File: src/rtl/cnn_pkg.sv
// Shared CNN package: default geometry constants and the weight loader FSM state type.
// Used by the CNN top, feature_mem and weight_loader.
package cnn_pkg;

  localparam int unsigned DefaultKernelSize  = 3;
  localparam int unsigned DefaultNumFeatures = 10;

  typedef enum logic [1:0] {
    StIdle,
    StCollect,
    StWrite,
    StDone
  } loader_state_e;

endpackage

File: src/rtl/weight_loader.sv
// weight_loader: deserialises a 1-bit weight stream into one KK-bit word per feature and
// writes NUM_FEATURES words to the feature memory at consecutive addresses.
//
// Ports:
//   clk             - clock, all state changes on the rising edge
//   rst             - asynchronous active-high reset
//   start           - single-cycle load request, honoured only when idle
//   w_valid/w_data  - serial weight stream (valid / bit)
//   w_ready         - loader accepts w_data this cycle
//   address_w       - feature-memory write address
//   feature_weights - packed weights; bit k is the k-th received bit of the feature
//   feature_WrEn    - feature-memory write strobe
//   busy            - load sequence in progress
//   done            - one-cycle pulse after the final feature write
module weight_loader
  import cnn_pkg::*;
#(
  parameter int unsigned KERNEL_SIZE  = DefaultKernelSize,
  parameter int unsigned NUM_FEATURES = DefaultNumFeatures
) (
  input  logic                                 clk,
  input  logic                                 rst,
  input  logic                                 start,
  input  logic                                 w_valid,
  input  logic                                 w_data,
  output logic                                 w_ready,
  output logic [$clog2(NUM_FEATURES):0]        address_w,
  output logic [KERNEL_SIZE*KERNEL_SIZE-1:0]   feature_weights,
  output logic                                 feature_WrEn,
  output logic                                 busy,
  output logic                                 done
);

  localparam int unsigned KK    = KERNEL_SIZE * KERNEL_SIZE;
  localparam int unsigned CntW  = $clog2(KK) + 1;
  localparam int unsigned AddrW = $clog2(NUM_FEATURES) + 1;

  localparam logic [CntW-1:0]  LastCnt  = CntW'(KK - 1);
  localparam logic [AddrW-1:0] LastAddr = AddrW'(NUM_FEATURES - 1);

  loader_state_e   state;
  logic [CntW-1:0] elem_cnt;

  // Outputs are registered alongside the state so they change only on the clock edge
  // (or immediately on reset).
  always_ff @(posedge clk or posedge rst) begin
    if (rst) begin
      state           <= StIdle;
      elem_cnt        <= '0;
      address_w       <= '0;
      feature_weights <= '0;
      w_ready         <= 1'b0;
      feature_WrEn    <= 1'b0;
      busy            <= 1'b0;
      done            <= 1'b0;
    end else begin
      unique case (state)
        StIdle: begin
          done <= 1'b0;
          if (start) begin
            state     <= StCollect;
            elem_cnt  <= '0;
            address_w <= '0;
            w_ready   <= 1'b1;
            busy      <= 1'b1;
          end
        end

        StCollect: begin
          if (w_valid && w_ready) begin
            // Decoded write keeps the select index the same width as the word.
            for (int unsigned i = 0; i < KK; i++) begin
              if (elem_cnt == CntW'(i)) feature_weights[i] <= w_data;
            end
            if (elem_cnt == LastCnt) begin
              state        <= StWrite;
              w_ready      <= 1'b0;
              feature_WrEn <= 1'b1;
            end else begin
              elem_cnt <= elem_cnt + 1'b1;
            end
          end
        end

        StWrite: begin
          feature_WrEn <= 1'b0;
          if (address_w == LastAddr) begin
            // Address parks at the last feature; no wrap-around write.
            state <= StDone;
            busy  <= 1'b0;
            done  <= 1'b1;
          end else begin
            state     <= StCollect;
            address_w <= address_w + 1'b1;
            elem_cnt  <= '0;
            w_ready   <= 1'b1;
          end
        end

        StDone: begin
          done  <= 1'b0;
          state <= StIdle;
        end

        default: begin
          state        <= StIdle;
          w_ready      <= 1'b0;
          feature_WrEn <= 1'b0;
          busy         <= 1'b0;
          done         <= 1'b0;
        end
      endcase
    end
  end

endmodule

File: config.mk
export PLATFORM = sky130hd
export DESIGN_NAME = weight_loader
export DESIGN_NICKNAME = d
export VERILOG_FILES = /design/src/rtl/cnn_pkg.sv /design/src/rtl/weight_loader.sv
export SDC_FILE = /design/constraint.sdc
export NUM_CORES = 1
export LEC_CHECK = 0
export CAP_MARGIN = 20
export CORE_ASPECT_RATIO = 2
export CORE_MARGIN = 2
export CORE_UTILIZATION = 40
export CTS_CLUSTER_SIZE = 30
export DETAILED_ROUTE_END_ITERATION = 6
export GPL_TIMING_DRIVEN = 0
export PLACE_DENSITY_LB_ADDON = 0.05
export SLEW_MARGIN = 0
export SYNTH_ARGS = -nofsm -noshare
export SYNTH_HDL_FRONTEND = slang
export SYNTH_SLANG_ARGS = --single-unit
export TNS_END_PERCENT = 5
File: constraint.sdc
create_clock -name clk -period 5.7 [get_ports clk]
set_input_delay 1.14 -clock clk [delete_from_list [all_inputs] [get_ports clk]]
set_output_delay 1.14 -clock clk [all_outputs]
set_load 0.05 [all_outputs]
==> results.py, run 1 <==
metrics = {
    "outcome": {
        "status": "complete, no violations",
    },
    "global_routing": {
        "antenna_found_initial": 0,
        "grt_max_degree": 26,
        "grt_pass1_vias": 1178,
        "grt_first_pass_wirelength_mm": 5.35,
        "overflow": 0,
        "grtUsageTotal": 0.180,
    },
    "synth": {
        "synth_top_cell_by_area": "dfrtp_1",
        "yosysMostFrequentCell": "dfrtp_1",
        "syn_inst": 134,
        "synth_top_area_frac": 0.447,
        "syn-cell-area_sq_mm": 0.00140,
        "synth.top_cells.by_count": "25 x dfrtp_1, 14 x nand2_1, 10 x ha_1, 9 x inv_1, 9 x mux2_2",
        "synth_ff_type": "dfrtp_1",
        "yosysWarningCount": 0,
        "synth_edf_count": 0,
        "synth.ff_latch_count": 25,
        "syn-num-nets": 149,
        "synth_area_leaders": "dfrtp_1 45%, ha_1 8.9%, mux2_2 7.2%, nand2_1 3.8%, mux2i_1 2.9%",
        "yosysUniqueCellTypes": 37,
        "seq_area_frac_synth": 0.447,
        "syn-mean-instance-area_sq_um": 10.4,
        "synthArstFlopShare": 1.00,
    },
    "sta": {
        "setup_viol": 0,
        "worst_pin_slew_ns": 0.748,
        "fin_crit_sh": 0.477,
        "hold_ws_ns": 0.509,
        "hold_viol": 0,
        "timing.setup.tns_ns": 0,
        "maxSlewHeadroom": 0.487,
        "period_needed_ns": 2.72,
        "max_clock_freq_mhz": 368,
        "layout_setup_ws_ns": 2.98,
        "slew_viol_final": 0,
        "rsz0062_at_grt": "false",
        "skew_ns": 0.00419,
    },
    "die": {
        "die_h_um": 87.6,
        "die_area_sq_mm": 0.00401,
        "rows": 30,
        "die_w_um": 45.8,
        "pin_count": 23,
        "coreArea_sq_mm": 0.00338,
        "initial_core_util": 0.414,
    },
    "worst_setup_path": {
        "critPathLaunchType": "register",
        "worst-path-max-fanout": 7,
        "crit_family": "buffers and inverters",
        "crit_path_top_delay_cell": "clkdlybuf4s50_1",
        "crit_chain": "clkdlybuf4s50_1",
        "end_kind": "output pin",
        "required_ns": 4.56,
        "max_stage_delay_ns": 0.84,
        "critPathArrivalTime_ns": 1.58,
        "critPathBufInv": 1,
        "path_class": "register to output pin",
    },
    "routing": {
        "drcViolationCount": 0,
        "first_pass_iters": 4,
        "drt_iter0_drc": 6,
        "ant_nets": 0,
        "via_per_inst": 5.65,
        "finalWirelength_mm": 2.99,
        "wl_per_cell_um": 15.5,
        "num_vias": 1090,
    },
    "layout": {
        "multi_input_area_sq_um": 717,
        "drive_above_1_share": 0.0994,
        "area_delta_synth_final_pct": 23.8,
        "register_area_sq_um": 626,
        "final_area_sq_mm": 0.00173,
        "fillers": 337,
        "design.final.nets": 177,
        "antenna_cells": 0,
        "layout.cells.non_filler": 193,
    },
    "clock_tree": {
        "h-tree-depth": 1,
        "clkLatencyLatePin_ns": 0.27,
        "clock_sinks": 25,
        "cts_resized": 0,
        "cts_post_setup_buffers_inserted": 0,
        "cts_hold_buffers": 0,
        "numCtsBuffers": 3,
        "cts.clk_slew.worst_paths_ns": 0.09,
        "cts-root-buf": "clkbuf_8",
        "tritoncts": "done",
        "clk_path_buf_depth": 2,
    },
    "power": {
        "ir_drop_mv": 0.310,
        "leakage_nw": 0.770,
        "power_frac_clock": 0.136,
        "cell_internal_pwr_w": 0.000429,
        "swShare": 0.459,
        "p_comb_frac": 0.537,
        "switchingPower_w": 0.000364,
        "powerDensity_mw_per_mm2": 458,
        "sequentialPowerShare": 0.327,
    },
    "placed_design": {
        "dp_worst_setup_slack_ns": 2.73,
        "place_inst": 188,
        "gp_congestion": 0.825,
        "port_buffers": 22,
        "dp_hpwl_mm": 2.26,
        "placed_cell_area_sq_mm": 0.00166,
    },
    "hold_path": {
        "holdCritPathClass": "register to register",
    },
    "flow_run": {
        "drv_cap": 0,
    },
}
flip-flops by register name (all words and copies together) (netlist names):
register         count
feature_weights      9
w_ready              1
elem_cnt             5
feature_WrEn         1
busy                 1
state                2
address_w            5
done                 1
metrics by stage:
stage,power (W),util
after floorplan,0.000566,-
after global placement,0.000683,0.491
after detailed placement,0.000690,0.491
after CTS,0.000801,0.504
after global routing,0.000862,0.513
final,0.000793,0.513
routing by layer:
metal,track usage,up-vias,part of all wire
li1,-,532,-
met1,0.189,534,0.38
met2,0.342,20,0.58
met3,0.0227,4,0.024
met4,0.0623,0,0.015
met5,0,-,0
cell usage in the layout (no fill, tap or decap), types with 2 or more instances in the layout:
master,n
o21ai_0,6
nand3b_1,3
clkbuf_8,3
nor2_1,8
clkbuf_1,4
a22o_1,2
nor3_1,3
inv_1,9
a21o_1,4
a21oi_1,3
nand2b_1,3
mux2i_1,4
nand2_1,14
nand3_1,5
mux2_2,9
dfrtp_1,25
ha_1,10
clkdlybuf4s50_1,22
nor2b_1,3
power by group through the flow:
stage | sequential, W | clock (W) | combinational (W)
5_1_grt | 0.000268 | 0.000118 | 0.000476
3_3_place_gp | 0.000260 | 0 | 0.000423
2_1_floorplan | 0.000349 | 0 | 0.000217
3_5_place_dp | 0.000264 | 0 | 0.000426
6_report | 0.000259 | 0.000107 | 0.000426
4_1_cts | 0.000260 | 0.000112 | 0.000429
area by class of cell:
class | instances | area share
inverter | 9 | 0.0195
sequential | 25 | 0.361
multi-input combinational | 96 | 0.414
buffer | 4 | 0.0130
clock buffer | 4 | 0.0260
timing repair buffer | 23 | 0.143
tap | 32 | 0.0231
worst register-to-register path, stage by stage (launching register included):
cell	delay (ns)
dfrtp_1	0.46
ha_1	0.22
nor4bb_1	0.13
buf_6	0.15
a2111oi_4	0.45
o21ai_2	0.19
a221o_1	0.38
kinds of logic after synthesis:
group | Yosys count | share of synthesized area
compound gates | 26 | 0.145
fa+ha+maj | 10 | 0.0894
buf+inv | 13 | 0.0402
flops | 25 | 0.447
mux | 13 | 0.101
simple gates | 47 | 0.177
worst paths after layout:
check	endpoint	slack, ns	from	cells after the start
min in group asynchronous	feature_WrEn	1.07	rst	2
min reg2reg	address_w[4]	0.51	address_w[4]	1
min	address_w[4]	0.51	address_w[4]	1
max	address_w[0]	2.98	address_w[0]	1
max reg2reg	elem_cnt[3]	3.62	address_w[0]	6
max in group asynchronous	address_w[1]	4.25	rst	3
No activity file was read; power rests on OpenSTA's default activity.
==> run 2: changes to the inputs <==
==> constraint.sdc (replaced) <==
create_clock -name clk -period 2.3 [get_ports clk]
set_input_delay 0.46 -clock clk [delete_from_list [all_inputs] [get_ports clk]]
set_output_delay 0.46 -clock clk [all_outputs]
set_load 0.05 [all_outputs]
==> results of run 2 <==
Same layout as run 1 (identical final DEF). Status: complete, no violations.
Main changes from that run: setup slack after placement 2.73 ns -> 0.00996 ns; setup slack after layout 2.98 ns -> 0.217 ns; hold slack 0.509 ns -> 0.391 ns; end point of the critical path address_w[0] -> elem_cnt[3]; register-to-register setup slack 3.62 ns -> 0.22 ns; total power 0.000793 W -> 0.00196 W; worst IR drop on VDD 0.310 mV -> 0.769 mV
==> run 3: changes to the inputs <==
--- a/config.mk
+++ b/config.mk
@@ -11,6 +11,7 @@
 export CORE_UTILIZATION = 40
 export CTS_CLUSTER_SIZE = 30
 export DETAILED_ROUTE_END_ITERATION = 6
+export DONT_BUFFER_PORTS = 1
 export GPL_TIMING_DRIVEN = 0
 export PLACE_DENSITY_LB_ADDON = 0.05
 export SLEW_MARGIN = 0
==> run 3 against run 2 <==
Global-route usage fell by 0.98 points. First-iteration DRC count rose to 3.2 times the previous value. Clock-buffer cell count did not move. Routed wire length fell by 1.2%. Clock skew barely moved. Setup slack got worse by 0.029 ns. Die area did not move. Clock power fell by 2%.
==> results.py, run 3 (synthesis gave the netlist of run 1 again) <==
metrics = {
    "global_routing": {
        "grt_max_degree": 26,
        "grt_first_pass_wirelength_mm": 4.98,
        "antenna_found_initial": 0,
        "grtUsageTotal": 0.170,
        "overflow": 0,
        "grt_pass1_vias": 1092,
    },
    "worst_setup_path": {
        "worst-path-max-fanout": 9,
        "ff2ff_setup_slack_ns": 0.19,
        "end_kind": "register",
        "max_stage_delay_ns": 0.55,
        "crit_path_top_delay_cell": "dfrtp_2",
        "worst_r2r_path_depth": 7,
        "critPathLaunchType": "register",
        "critPathArrivalTime_ns": 2.27,
        "crit_family": "compound AO/OA/AOI/OAI gates",
        "rr_endpoint": "elem_cnt[3]",
        "timing.rr.start": "address_w[1]",
        "path_class": "register to register",
        "critPathBufInv": 2,
        "crit_chain": "inv_1 -> ha_1 -> nor4bb_1 -> buf_6 -> a2111oi_4 -> o21ai_2 -> a221o_1",
        "required_ns": 2.45,
    },
    "die": {
        "die_w_um": 45.8,
        "rows": 30,
        "initial_core_util": 0.414,
        "pin_count": 23,
        "coreArea_sq_mm": 0.00338,
        "die_h_um": 87.6,
        "die_area_sq_mm": 0.00401,
    },
    "routing": {
        "first_pass_iters": 4,
        "via_per_inst": 5.83,
        "drt_iter0_drc": 19,
        "ant_nets": 0,
        "drcViolationCount": 0,
        "num_vias": 1003,
        "finalWirelength_mm": 2.95,
        "wl_per_cell_um": 17.2,
    },
    "layout": {
        "mostFrequentLayoutCells": "23 x dfrtp_1, 14 x nand2_1, 10 x ha_1",
        "top_regs": "feature_weights x9, address_w x5, elem_cnt x5",
        "final_common_cell": "dfrtp_1",
        "antenna_cells": 0,
        "fillers": 342,
        "drive_above_1_share": 0.136,
        "largest_reg_flops": 9,
        "final_area_sq_mm": 0.00151,
        "area_delta_synth_final_pct": 7.87,
        "design.final.nets": 156,
        "regMostFlops": "feature_weights",
    },
    "clock_tree": {
        "clk_path_buf_depth": 2,
        "cts_hold_buffers": 0,
        "tritoncts": "done",
        "cts-root-buf": "clkbuf_8",
        "cts.clk_slew.worst_paths_ns": 0.09,
        "clock_sinks": 25,
        "numCtsBuffers": 3,
        "clkLatencyLatePin_ns": 0.27,
        "h-tree-depth": 1,
    },
    "sta": {
        "skew_ns": 0.00456,
        "setup_viol": 0,
        "slew_viol_final": 0,
        "worst_pin_slew_ns": 0.737,
        "rsz0062_at_grt": "false",
        "period_needed_ns": 2.11,
        "maxSlewHeadroom": 0.495,
        "max_clock_freq_mhz": 474,
        "fin_crit_sh": 0.918,
        "hold_viol": 0,
    },
    "power": {
        "powerDensity_mw_per_mm2": 1220,
        "leakage_nw": 0.686,
        "total_power_w": 0.00185,
        "ir_drop_mv": 0.530,
    },
    "flow_run": {
        "drv_cap": 0,
    },
    "placed_design": {
        "placed_cell_area_sq_mm": 0.00144,
        "port_buffers": 0,
        "gp_congestion": 0.804,
        "dp_hpwl_mm": 2.22,
    },
    "hold_path": {
        "holdCritPathClass": "input port to asynchronous set/reset pin",
    },
    "outcome": {
        "status": "complete, no violations",
    },
}
[run 3: final cells by class]
type                       instances  area, sq um  area share
inverter                           9         33.8      0.0224
timing repair buffer               2         22.5      0.0149
tap                               32         40.0      0.0265
sequential                        25          628       0.416
clock buffer                       4         45.0      0.0299
multi-input combinational         96          717       0.475
buffer                             4         22.5      0.0149
[run 3: per-layer routing]
metal / wire length, um / track usage / vias up
met5: 0 / 0 / -
met4: 48 / 0.0805 / 0
met3: 127 / 0.0412 / 6
met2: 1800 / 0.330 / 24
met1: 975 / 0.148 / 490
li1: - / - / 483
[run 3: how the worst max path moves through the flow]
stage	startpoint	to	depth (start not counted)
4_1_cts	address_w[1]	elem_cnt[3]	7
2_1_floorplan	address_w[1]	elem_cnt[3]	7
6_report	address_w[1]	elem_cnt[3]	7
3_5_place_dp	address_w[1]	elem_cnt[3]	7
3_3_place_gp	address_w[1]	elem_cnt[3]	7
5_1_grt	address_w[1]	elem_cnt[3]	7
[run 3: stage by stage]
stage | TNS (ns) | hold slack, ns | cells | setup WS, ns | util
after global routing | 0 | 0.154 | 172 | 0.0887 | 0.447
after CTS | 0 | 0.332 | 170 | 0.0173 | 0.440
final | 0 | 0.118 | 172 | 0.188 | 0.447
after global placement | -0.176 | 0.521 | 166 | -0.141 | 0.426
after floorplan | 0 | 0.484 | 134 | 0.0518 | -
after detailed placement | -0.173 | 0.526 | 166 | -0.137 | 0.426
[run 3: what timing repair did]
| item | 4_1_cts | 5_1_grt |
|---|---|---|
| setup buffers | 0 | 1 |
| pin swaps | 0 | 1 |
| endpoints found under the setup margin | 2 | 2 |
| gates resized for setup | 2 | 0 |
[run 3: report_power, final]
| part | leakage, nW | switching [W] | internal [W] |
|---|---|---|---|
| combinational | 0.337 | 0.000398 | 0.000297 |
| sequential | 0.327 | 0.000349 | 0.000540 |
| clock | 0.0228 | 0.000138 | 0.000124 |
==> edit, RTL diff (flow settings as in run 3) <==
The package constant `DefaultKernelSize` goes from 3 to 5.
--- a/src/rtl/cnn_pkg.sv
+++ b/src/rtl/cnn_pkg.sv
@@ -2,7 +2,7 @@
 // Used by the CNN top, feature_mem and weight_loader.
 package cnn_pkg;
 
-  localparam int unsigned DefaultKernelSize  = 3;
+  localparam int unsigned DefaultKernelSize  = 5;
   localparam int unsigned DefaultNumFeatures = 10;
 
   typedef enum logic [1:0] {
Ports: changed (resized feature_weights); port bits go from 23 to 39. The function was not compared with the original's and may differ.
==> edit against run 3 <==
  * Clock skew is 0.0026 ns higher
  * Routed wire length is 51% higher
  * Worst hold slack worse by 0.11 ns
  * Synthesized area is 56% higher
  * Sequential cell count is 17 higher
  * Power is 20% higher
  * Sequential power is 14% higher
  * Critical path depth is 1 lower
  * Design area is 60% higher
  * Worst setup slack worse by 0.083 ns
  * Non-clock buffer count is 4 higher
  * Clock power is 120% higher
==> edit: results <==
sta:
  finalClockSkew_ns: 0.00719
  hold-worst-slack_ns: 0.0116
  worst_pin_slew_ns: 0.714
route:
  num_vias: 1483
  wl_per_cell_um: 16.4
power:
  ir_drop_uv: 540
  power.leakage_nw: 1.12
  switching_share_pct: 38.8
yosys:
  synth.mux.area_fraction_pct: 13.9
  synth_top_area_share_pct: 48.3
  syn_avg_cell_area_um2: 10.8
  seq_area_frac_synth_pct: 48.3
  synthDistinctLibCells: 38
  synth_area_leaders: "dfrtp_1 48%, mux2_1 13%, ha_1 5.7%"
  synth_fp_nets: 216
setup_path:
  worst-endpoint-arrival_ns: 2.39
  crit_fanout: 5
  worst-r2r-cell-count: 6
  r2r_end: "elem_cnt[5]"
place:
  post_dp_cell_area_um2: 2270
  dpl.cell_count: 262
  place_congestion: 0.737
  dp_hpwl_um: 3280
global_routing:
  grt_max_degree: 28
  gr-usage-all-layers_pct: 15.7
  grt_pass1_wl_um: 7320
clock_network:
  numCtsBuffers: 5
layout:
  drive_above_1_share_pct: 10.8
  final_nets: 226
  stdcell_count: 272
outcome:
  status: "finished clean"
==> edit: changes by cell type after synthesis, moves of 5 or more <==
| cell | before | now |
|---|---|---|
| dfrtp_1 | 25 | 42 |
| mux2_1 | 0 | 25 |
| mux2_2 | 9 | 0 |
| nand2_1 | 14 | 23 |
| nand3_1 | 5 | 13 |
| nor2_1 | 8 | 3 |
| o21ai_0 | 6 | 11 |
==> edit: power groups by stage <==
stage / logic, W / registers (W) / clock network [W]
floorplan: 0.000474 / 0.00101 / 0
finish: 0.000623 / 0.00101 / 0.000580
CTS: 0.000614 / 0.00101 / 0.000609
detailed placement: 0.000608 / 0.00103 / 0
global placement: 0.000607 / 0.00102 / 0
global route: 0.000719 / 0.00102 / 0.000624
==> edit: final cells by class <==
cell class	count	area (um2)
buffer	7	27.5
clock buffer	6	72.6
clock inverter	2	37.5
fill	516	2920
inverter	12	45.0
multi-input combinational	140	1060
sequential	42	1050
tap	60	75.1
timing repair buffer	3	35.0
==> edit: how the worst max path moves through the flow <==
stage | start | endpoint | slack [ns] | cells after the start
6_report | address_w[1] | elem_cnt[5] | 0.11 | 6
3_5_place_dp | address_w[1] | elem_cnt[5] | -0.13 | 6
3_3_place_gp | address_w[1] | elem_cnt[5] | -0.12 | 6
4_1_cts | address_w[1] | elem_cnt[5] | 0.02 | 6
2_1_floorplan | address_w[1] | elem_cnt[5] | 0.05 | 6
5_1_grt | address_w[1] | elem_cnt[5] | 0.0008 | 6
==> edit: routing by layer <==
layer	vias to the layer above	part of all wire (%)	track usage (%)
met2	29	49	24.0
met4	0	2.3	7.65
li1	732	-	-
met3	6	4.8	4.78
met5	-	0	0
met1	716	44	20.0
